$ cat config.mk
export PLATFORM = sky130hd
export DESIGN_NAME = inst_mem_arbiter
export DESIGN_NICKNAME = d
export VERILOG_FILES = /design/src/rtl/mips_mem_pkg.sv /design/src/rtl/inst_mem_rr_sel.sv /design/src/rtl/inst_mem_arbiter.sv
export SDC_FILE = /design/constraint.sdc
export NUM_CORES = 1
export LEC_CHECK = 0
export BUFFER_PORTS_ARGS = -buffer_cell sky130_fd_sc_hd__buf_2
export CORE_MARGIN = 2
export CORE_UTILIZATION = 49
export CTS_CLUSTER_SIZE = 25
export DETAILED_ROUTE_END_ITERATION = 10
export PLACE_DENSITY = 0.84
export REMOVE_ABC_BUFFERS = 1
export SLEW_MARGIN = 40
export SYNTH_ARGS = -nofsm -noshare
export SYNTH_HDL_FRONTEND = slang
export SYNTH_HIERARCHICAL = 1
export SYNTH_SLANG_ARGS = --single-unit
$ cat constraint.sdc
create_clock -name clock -period 7.5 [get_ports clock]
set_clock_uncertainty 0.05 [all_clocks]
set_input_delay 2.25 -clock clock [delete_from_list [all_inputs] [get_ports clock]]
set_output_delay 2.25 -clock clock [all_outputs]
set_load 0.03 [all_outputs]
$ cat src/rtl/mips_mem_pkg.sv
`default_nettype none
// ============================================================================
//  Module      : mips_mem_pkg
//  Description : Shared types and defaults for the instruction-memory
//                arbiter. It holds the controller state enum, the enum that
//                tags a read response with its owner, and the default
//                address and data widths.
//  Revision    : 1.0  initial release
// ============================================================================
package mips_mem_pkg;

  localparam int DEF_ADDR_W = 10;
  localparam int DEF_DATA_W = 32;

  typedef enum logic [0:0] {
    BOOT = 1'b0,
    RUN  = 1'b1
  } state_e;

  typedef enum logic [1:0] {
    TAG_NONE = 2'd0,
    TAG_IF   = 2'd1,
    TAG_LD   = 2'd2
  } tag_e;

endpackage : mips_mem_pkg
`default_nettype wire

$ cat src/rtl/inst_mem_rr_sel.sv
`default_nettype none
// ============================================================================
//  Module      : inst_mem_rr_sel
//  Description : Grant selection between the fetch port and the loader port.
//                In BOOT only the loader is served. In RUN the loader has
//                priority, but after MAX_LD_BURST consecutive loader grants
//                taken while a fetch waits, the fetch gets one slot.
//  Ports       : clock, reset_n    - clock and async active-low reset
//                run               - 1 when the controller is in RUN
//                if_req / ld_req   - fetch and loader requests
//                if_gnt / ld_gnt   - one-hot (or idle) grants, combinational
//  Revision    : 1.0  initial release
// ============================================================================
module inst_mem_rr_sel
  import mips_mem_pkg::*;
#(
  parameter int MAX_LD_BURST = 4
) (
  input  logic clock,
  input  logic reset_n,
  input  logic run,
  input  logic if_req,
  input  logic ld_req,
  output logic if_gnt,
  output logic ld_gnt
);

  logic [3:0] burst_cnt_q;
  logic [3:0] burst_cnt_d;
  logic       cap_hit;

  // The cap takes effect only while a fetch is actually waiting.
  assign cap_hit = run && if_req && (burst_cnt_q >= 4'(MAX_LD_BURST));

  always_comb begin
    if_gnt = 1'b0;
    ld_gnt = 1'b0;
    if (!run) begin
      ld_gnt = ld_req;
    end else if (cap_hit) begin
      if_gnt = 1'b1;
    end else if (ld_req) begin
      ld_gnt = 1'b1;
    end else begin
      if_gnt = if_req;
    end
  end

  // Counts loader grants that pushed a waiting fetch aside. Any cycle
  // without a loader grant starts a fresh burst. Counting is confined to
  // RUN so BOOT traffic cannot pre-load the cap.
  always_comb begin
    burst_cnt_d = burst_cnt_q;
    if (!run || !ld_gnt) begin
      burst_cnt_d = 4'd0;
    end else if (if_req && (burst_cnt_q != 4'hF)) begin
      burst_cnt_d = burst_cnt_q + 4'd1;
    end
  end

  always_ff @(posedge clock or negedge reset_n) begin
    if (!reset_n) begin
      burst_cnt_q <= 4'd0;
    end else begin
      burst_cnt_q <= burst_cnt_d;
    end
  end

endmodule : inst_mem_rr_sel
`default_nettype wire

$ cat src/rtl/inst_mem_arbiter.sv
`default_nettype none
// ============================================================================
//  Module      : inst_mem_arbiter
//  Description : Shares a single-port synchronous instruction memory between
//                the CPU fetch stage and a program loader. Holds the CPU in
//                BOOT until the loader signals ld_done, then arbitrates with
//                a loader burst cap. Reads return one cycle after the grant
//                and are steered to the port that issued them.
//  Ports       : clock, reset_n               - clock, async active-low reset
//                if_req/if_pc/if_gnt          - fetch request side
//                if_rvalid/if_instr/if_misalign - fetch response
//                cpu_stall                    - high while in BOOT
//                ld_req/ld_we/ld_addr/ld_wdata/ld_done/ld_gnt - loader side
//                ld_rvalid/ld_rdata           - loader read-back response
//                mem_address/mem_data/mem_wren/mem_q - memory port
//  Revision    : 1.0  initial release
// ============================================================================
module inst_mem_arbiter
  import mips_mem_pkg::*;
#(
  parameter int ADDR_W        = DEF_ADDR_W,
  parameter int DATA_W        = DEF_DATA_W,
  parameter int MAX_LD_BURST  = 4,
  parameter bit BOOT_ON_RESET = 1'b1
) (
  input  logic              clock,
  input  logic              reset_n,
  input  logic              if_req,
  input  logic [31:0]       if_pc,
  output logic              if_gnt,
  output logic              if_rvalid,
  output logic [DATA_W-1:0] if_instr,
  output logic              if_misalign,
  output logic              cpu_stall,
  input  logic              ld_req,
  input  logic              ld_we,
  input  logic [ADDR_W-1:0] ld_addr,
  input  logic [DATA_W-1:0] ld_wdata,
  input  logic              ld_done,
  output logic              ld_gnt,
  output logic              ld_rvalid,
  output logic [DATA_W-1:0] ld_rdata,
  output logic [ADDR_W-1:0] mem_address,
  output logic [DATA_W-1:0] mem_data,
  output logic              mem_wren,
  input  logic [DATA_W-1:0] mem_q
);

  localparam state_e RESET_STATE = BOOT_ON_RESET ? BOOT : RUN;

  state_e            state_q, state_d;
  tag_e              tag_q, tag_d;
  logic              mis_q, mis_d;
  logic [ADDR_W-1:0] addr_q, addr_d;
  logic [DATA_W-1:0] wdata_q, wdata_d;
  logic [DATA_W-1:0] if_instr_q, if_instr_d;
  logic [DATA_W-1:0] ld_rdata_q, ld_rdata_d;
  logic              run;
  logic              unused_pc_bits;

  // PC bits above the memory depth simply wrap.
  assign unused_pc_bits = &{1'b0, if_pc[31:ADDR_W+2]};

  // ---------------- FSM: state register ----------------
  always_ff @(posedge clock or negedge reset_n) begin
    if (!reset_n) begin
      state_q <= RESET_STATE;
    end else begin
      state_q <= state_d;
    end
  end

  // ---------------- FSM: next state ----------------
  always_comb begin
    state_d = state_q;
    if ((state_q == BOOT) && ld_done) begin
      state_d = RUN;
    end
  end

  // ---------------- FSM: outputs ----------------
  always_comb begin
    run       = (state_q == RUN);
    cpu_stall = (state_q == BOOT);
  end

  inst_mem_rr_sel #(
    .MAX_LD_BURST (MAX_LD_BURST)
  ) u_sel (
    .clock   (clock),
    .reset_n (reset_n),
    .run     (run),
    .if_req  (if_req),
    .ld_req  (ld_req),
    .if_gnt  (if_gnt),
    .ld_gnt  (ld_gnt)
  );

  // Memory request side. Address and data are held between accesses; a
  // misaligned fetch is granted but never touches the memory.
  always_comb begin
    tag_d    = TAG_NONE;
    mis_d    = 1'b0;
    addr_d   = addr_q;
    wdata_d  = wdata_q;
    mem_wren = 1'b0;
    if (ld_gnt) begin
      addr_d = ld_addr;
      if (ld_we) begin
        wdata_d  = ld_wdata;
        mem_wren = 1'b1;
      end else begin
        tag_d = TAG_LD;
      end
    end else if (if_gnt) begin
      tag_d = TAG_IF;
      if (if_pc[1:0] != 2'b00) begin
        mis_d = 1'b1;
      end else begin
        addr_d = if_pc[ADDR_W+1:2];
      end
    end
  end

  assign mem_address = addr_d;
  assign mem_data    = wdata_d;

  // Response side. mem_q is valid in the cycle after the grant, which is
  // exactly when the tag register names the owner; the data is forwarded
  // then and captured so the outputs hold once rvalid drops.
  always_comb begin
    if_rvalid   = (tag_q == TAG_IF);
    ld_rvalid   = (tag_q == TAG_LD);
    if_misalign = if_rvalid && mis_q;
    if_instr_d  = if_instr_q;
    ld_rdata_d  = ld_rdata_q;
    if (if_rvalid) begin
      if_instr_d = mis_q ? '0 : mem_q;
    end
    if (ld_rvalid) begin
      ld_rdata_d = mem_q;
    end
  end

  assign if_instr = if_instr_d;
  assign ld_rdata = ld_rdata_d;

  always_ff @(posedge clock or negedge reset_n) begin
    if (!reset_n) begin
      tag_q      <= TAG_NONE;
      mis_q      <= 1'b0;
      addr_q     <= '0;
      wdata_q    <= '0;
      if_instr_q <= '0;
      ld_rdata_q <= '0;
    end else begin
      tag_q      <= tag_d;
      mis_q      <= mis_d;
      addr_q     <= addr_d;
      wdata_q    <= wdata_d;
      if_instr_q <= if_instr_d;
      ld_rdata_q <= ld_rdata_d;
    end
  end

endmodule : inst_mem_arbiter
`default_nettype wire

# ---- Word-level counts from Yosys, hierarchy flattened
# Index checks and enable logic that the tools add are counted.
dict set report totals {
  ramBits 0
  memories 0
  latchBits 0
  register_bits 114
  elab_cells 48
  rom_bits 0
}
dict set report op_classes {
  n_div 0
  eq_ne 3
  magnitude_cmp 1
  n_reduce_logical 10
  n_bitwise 1
  shifts 0
  muxes 24
  mul 0
  addsub 1
}
# operator count
set ops {}
lappend ops {{two-way mux 32 bit} 5}
lappend ops {{two-way mux 10 bit} 3}
lappend ops {{two-way mux 1 bit} 12}
lappend ops {{two-way mux 4 bit} 2}
lappend ops {{logical AND 1 bit} 5}
lappend ops {{adder 4 x 1 -> 4 bit, second input constant} 1}
lappend ops {{greater-or-equal comparator 4 x 3 -> 1 bit, second input constant} 1}
lappend ops {{two-way mux 2 bit} 2}
lappend ops {{!= test 4 bit, second input constant} 1}
lappend ops {{nonzero test 2 bit} 2}
lappend ops {{== test 2 x 1 -> 1 bit, second input constant} 1}
lappend ops {{== test 2 bit, second input constant} 1}
lappend ops {{logical NOT 1 bit} 2}
lappend ops {{logical OR 1 bit} 1}
lappend ops {{inverter 1 bit} 1}

# ---- Depth between registers and ports, before layout
dict set report logic_depth {
  ltp_word 7
  mapped_depth 6
}

# ---- Modules after synthesis
# Netlist, hierarchy kept.
# module cells_each seq_area_each_um2 area_each_um2 instances
set by_module_without_submodules {}
lappend by_module_without_submodules {inst_mem_arbiter 345 2752.6 4406.7 1}
lappend by_module_without_submodules {inst_mem_rr_sel 22 100.1 212.7 1}

# ---- Least setup slack after synthesis
# OpenSTA, ideal clock, no wires.
dict set report synth_timing {
  path_kind {input to output}
  from {input if_req}
  to {output mem_address[0]}
  path_slack_ns 1.032
  required_time_ns 5.200
  stages 6
  arrival_time_ns 4.168
  path_cell_list {nand2_1 a21oi_1 nor2b_1 clkbuf_1 nor2b_1 a21oi_1}
}
dict set report synth_via {
  elab_chain_len 6
}
# element line
set synth_rtl {}
lappend synth_rtl {{from (decl)} inst_mem_arbiter.sv:28} ;# input logic if_req,
lappend synth_rtl {{logical AND 1 bit (2 in series)} inst_mem_rr_sel.sv:33} ;# assign cap_hit = run && if_req && (burst_cnt_q >= 4'(MAX_LD_BURST));
lappend synth_rtl {{two-way mux 1 bit (*)} inst_mem_rr_sel.sv:40} ;# end else if (cap_hit) begin
lappend synth_rtl {{two-way mux 1 bit (*)} inst_mem_rr_sel.sv:38} ;# if (!run) begin
lappend synth_rtl {{via if_gnt} inst_mem_arbiter.sv:30} ;# output logic if_gnt,
lappend synth_rtl {{two-way mux 10 bit (*)} inst_mem_arbiter.sv:115} ;# end else if (if_gnt) begin
lappend synth_rtl {{two-way mux 10 bit (*)} inst_mem_arbiter.sv:107} ;# if (ld_gnt) begin
lappend synth_rtl {{to (decl)} inst_mem_arbiter.sv:43} ;# output logic [ADDR_W-1:0] mem_address,
# The timed path passes the listed nets; every way through them passes the cells marked *.

# ---- Worst setup path in the final report
dict set report layout_timing {
  from {input if_req}
  to {output mem_data[12]}
}
dict set report layout_via {
  elab_chain_len 5
}
# element line
set layout_rtl {}
lappend layout_rtl {{logical AND 1 bit (2 in series)} inst_mem_rr_sel.sv:33}
lappend layout_rtl {{two-way mux 1 bit} inst_mem_rr_sel.sv:40}
lappend layout_rtl {{two-way mux 1 bit} inst_mem_rr_sel.sv:38}
lappend layout_rtl {{two-way mux 32 bit} inst_mem_arbiter.sv:107}
lappend layout_rtl {{to (decl)} inst_mem_arbiter.sv:44} ;# output logic [DATA_W-1:0] mem_data,
# No other way between the ends.

==> results by group <==
Global routing
  • Largest net degree at the start of global routing: 67
  • Initial antenna violation count: 0
  • First-pass GRT wire length: 16600 um
  • Vias in the first global route: 3561
  • Gr usage total: 0.209
  • GR Overflow Total: 0

Critical path
  • Cell at the slowest stage of the critical path: nand2_2
  • Most used cell, CP: buf_2
  • Required time worst endpoint: 5.20 ns
  • Crit path cell chain: buf_2 > nand2_1 > a21oi_1 > nor2b_1 > buf_4 > nand2_2 > mux2_2 > buf_2
  • Crit. End Element: output port
  • Max incr delay on CP: 0.57 ns
  • Critical path type: input pin to output port
  • Arrival time worst endpoint: 4.21 ns
  • Crit-path max FO: 33
  • Reg-to-reg critical path endpoint: wdata_q[12]
  • Critical R2R Launch: run
  • CP Launch Type: input pin
  • R2R setup slack: 5.19 ns
  • Cells on worst reg2reg path: 6

Layout
  • Final instance count without filler cells: 696
  • Antenna Cells: 0
  • Multi-input logic area: 1630 um2
  • Filler cell count: 677
  • Layout area overhead: 35.8%
  • Storage cell area: 2850 um2
  • Layout cell share with drive strength beyond 1: 0.525
  • Nets@finish: 685
  • Final non-filler cell area: 6270 um2

Power
  • Cell Pwr Density: 339 nW/um2
  • P_sw: 0.698 mW
  • Seq pwr share: 0.356
  • Leak: 3.34 nW
  • Part of the power in combinational logic: 0.274
  • Int Pwr: 1.43 mW
  • Peak supply drop: 0.000189 V
  • Pwr Total: 2.13 mW
  • Clk pwr share: 0.370
  • Switch share: 0.328

Clock tree
  • Bufs on Longest Clock Path: 2
  • Post-CTS sizing: 0
  • Post-CTS Hold Buffers: 0
  • Worst-path clk slew: 0.06 ns
  • CTS Sinks: 114
  • H-tree levels: 4
  • Root buffer cell: clkbuf_8
  • Total CTS buffers: 17
  • Setup bufs post-CTS: 0
  • CTS tree: done
  • Worst-Skew Late Latency: 0.49 ns

Placement
  • Buffers on Ports: 204
  • DP Cell Count: 664
  • DPL Wire Length: 7390 um
  • Placed Instance Area: 5680 um2
  • Gp weighted congestion: 0.761

Floorplan
  • Starting Density: 0.502
  • FP Rows: 35
  • # IOs: 225
  • Die Area: 10200 um2
  • Core area: 9200 um2
  • Die Width: 101 um
  • Die Y: 101 um

Timing
  • Worst Tran Pin Value: 0.740 ns
  • Setup TNS: 0 ns
  • Endpoints failing setup: 0
  • Final hold viol count: 0
  • Final clock period utilization by the worst path: 0.868
  • Post-route minimum period: 6.51 ns
  • Worst slew margin: 0.505
  • Highest achievable clock rate: 0.154 GHz
  • RSZ-0062 raised after global routing: false
  • Max Slew Vio Count: 0

Hold path
  • Worst Hold Class: register to register
  • Hold endpoint: if_instr_q[7]
  • WHS Path Cells: 2
  • Hold Crit Start: if_instr_q[7]

Synth
  • Simple-gate share of the synthesized area: 0.105
  • Syn Area/Cell: 12.6 um2
  • Synth Area in Compound Gates: 0.0634
  • Synth Area in Adders: 0.00271
  • Synth Register Bits: 114
  • Largest family of logic cells by synthesized area: multiplexers
  • Post-Synth XOR/XNOR Area: 0
  • Yosys Warn Count: 6
  • Multiplexer share of the synthesized area: 0.180
  • Post-synthesis sequential area ratio: 0.618
  • Cell variety after synth: 24
  • Post-Syn Area: 4620 um2
  • Post-synthesis cell count: 367

Route
  • WL final: 10700 um
  • Avg WL per Cell: 15.4 um
  • Antenna viol nets, final: 0
  • Drt via density: 4.98
  • Vias after detailed routing: 3464
  • Post-route DRC: 0
  • DRT Pass-1 Iters: 4
  • DRT iter0 DRCs: 100

Flow run
  • Max cap viols: 0

Outcome
  • Status: finished, final reports clean
==> power groups by stage <==
| stage | sequential [mW] | combinational (mW) | clock (mW) |
|---|---|---|---|
| finish | 0.759 | 0.583 | 0.789 |
| global route | 0.769 | 0.621 | 0.835 |
| floorplan | 0.757 | 0.411 | 0 |
| global placement | 0.761 | 0.571 | 0 |
| detailed placement | 0.769 | 0.584 | 0 |
| CTS | 0.759 | 0.588 | 0.804 |
==> how the worst max path moves through the flow <==
stage,from,to,slack [ns],cells past startpoint
CTS,if_req,mem_data[12],0.96,8
global route,if_req,mem_data[12],0.81,8
finish,if_req,mem_data[12],0.99,8
detailed placement,if_req,mem_data[12],0.99,8
global placement,if_req,mem_data[12],1.06,8
floorplan,ld_req,mem_data[0],0.30,4
==> synth_stat cells <==
| cell type | instances | area (um2) |
|---|---|---|
| nand3_1 | 4 | 20.0 |
| dfrtp_1 | 114 | 2850 |
| or2_2 | 1 | 6.26 |
| ha_1 | 1 | 12.5 |
| nor2b_1 | 13 | 81.3 |
| clkbuf_1 | 4 | 15.0 |
| nor3b_4 | 1 | 18.8 |
| nand2b_1 | 2 | 12.5 |
| buf_1 | 3 | 11.3 |
| nand3b_1 | 1 | 7.51 |
| and4b_1 | 1 | 10.0 |
| or4b_1 | 2 | 20.0 |
| a21oi_1 | 22 | 110 |
| nor2_1 | 3 | 11.3 |
| inv_1 | 5 | 18.8 |
| nand2_2 | 1 | 6.26 |
| buf_6 | 6 | 67.6 |
| o21ai_0 | 35 | 175 |
| o21a_1 | 1 | 7.51 |
| mux2_2 | 35 | 394 |
| or3b_1 | 1 | 8.76 |
| nand2_1 | 75 | 282 |
| buf_2 | 7 | 35.0 |
| mux2_4 | 29 | 435 |
==> layer usage <==
metal,vias up,share of wire,GRT usage
met5,-,0,0
met4,0,0.0078,0.0728
met3,11,0.056,0.0673
met2,115,0.53,0.363
met1,1686,0.41,0.241
li1,1652,-,-
==> sequential cells by signal, indices dropped and copies added, names as in the netlist <==
register           flops
u_sel/burst_cnt_q      4
run                    1
wdata_q               32
if_instr_q            32
tag_q                  2
addr_q                10
mis_q                  1
ld_rdata_q            32
==> through the flow <==
| stage | util | hold slack, ns | worst slack, ns |
|---|---|---|---|
| finish | 0.682 | 0.433 | 0.988 |
| global route | 0.682 | 0.454 | 0.814 |
| CTS | 0.682 | 0.437 | 0.963 |
| detailed placement | 0.618 | 0.421 | 0.989 |
| global placement | 0.617 | 0.415 | 1.06 |
| floorplan | - | 0.462 | 0.303 |
==> logic make-up after synthesis <==
logic type	count (synthesis)
multiplexers	64
flip-flops	114
buffers and inverters	25
AO/OA/AOI/OAI	58
AND/OR/NAND/NOR	105
adder cells (fa/ha/maj)	1
==> critical path, delay by kind of cell <==
| family | cells | cell delay, ns |
|---|---|---|
| AO/OA/AOI/OAI | 1 | 0.27 |
| buffers and inverters | 3 | 0.54 |
| multiplexers | 1 | 0.43 |
| AND/OR/NAND/NOR | 3 | 0.72 |
==> final cells by class <==
cell class / instances / share of cell area
clock inverters: 13 / 0.0255
clock buffers: 19 / 0.0688
repair buffers: 206 / 0.166
multi-input cells: 228 / 0.260
flip-flops and latches: 114 / 0.455
inverters: 5 / 0.00299
well taps: 111 / 0.0221
==> cells in the final DEF, fill, tap and decap left out, types with 5 or more instances in the layout <==
cell type	n
buf_2	203
dfrtp_1	114
nand2_1	75
o21ai_0	35
mux2_2	35
mux2_4	29
a21oi_1	22
clkbuf_16	16
nor2b_1	13
clkinvlp_4	5
(Power assumes the default switching activity.)
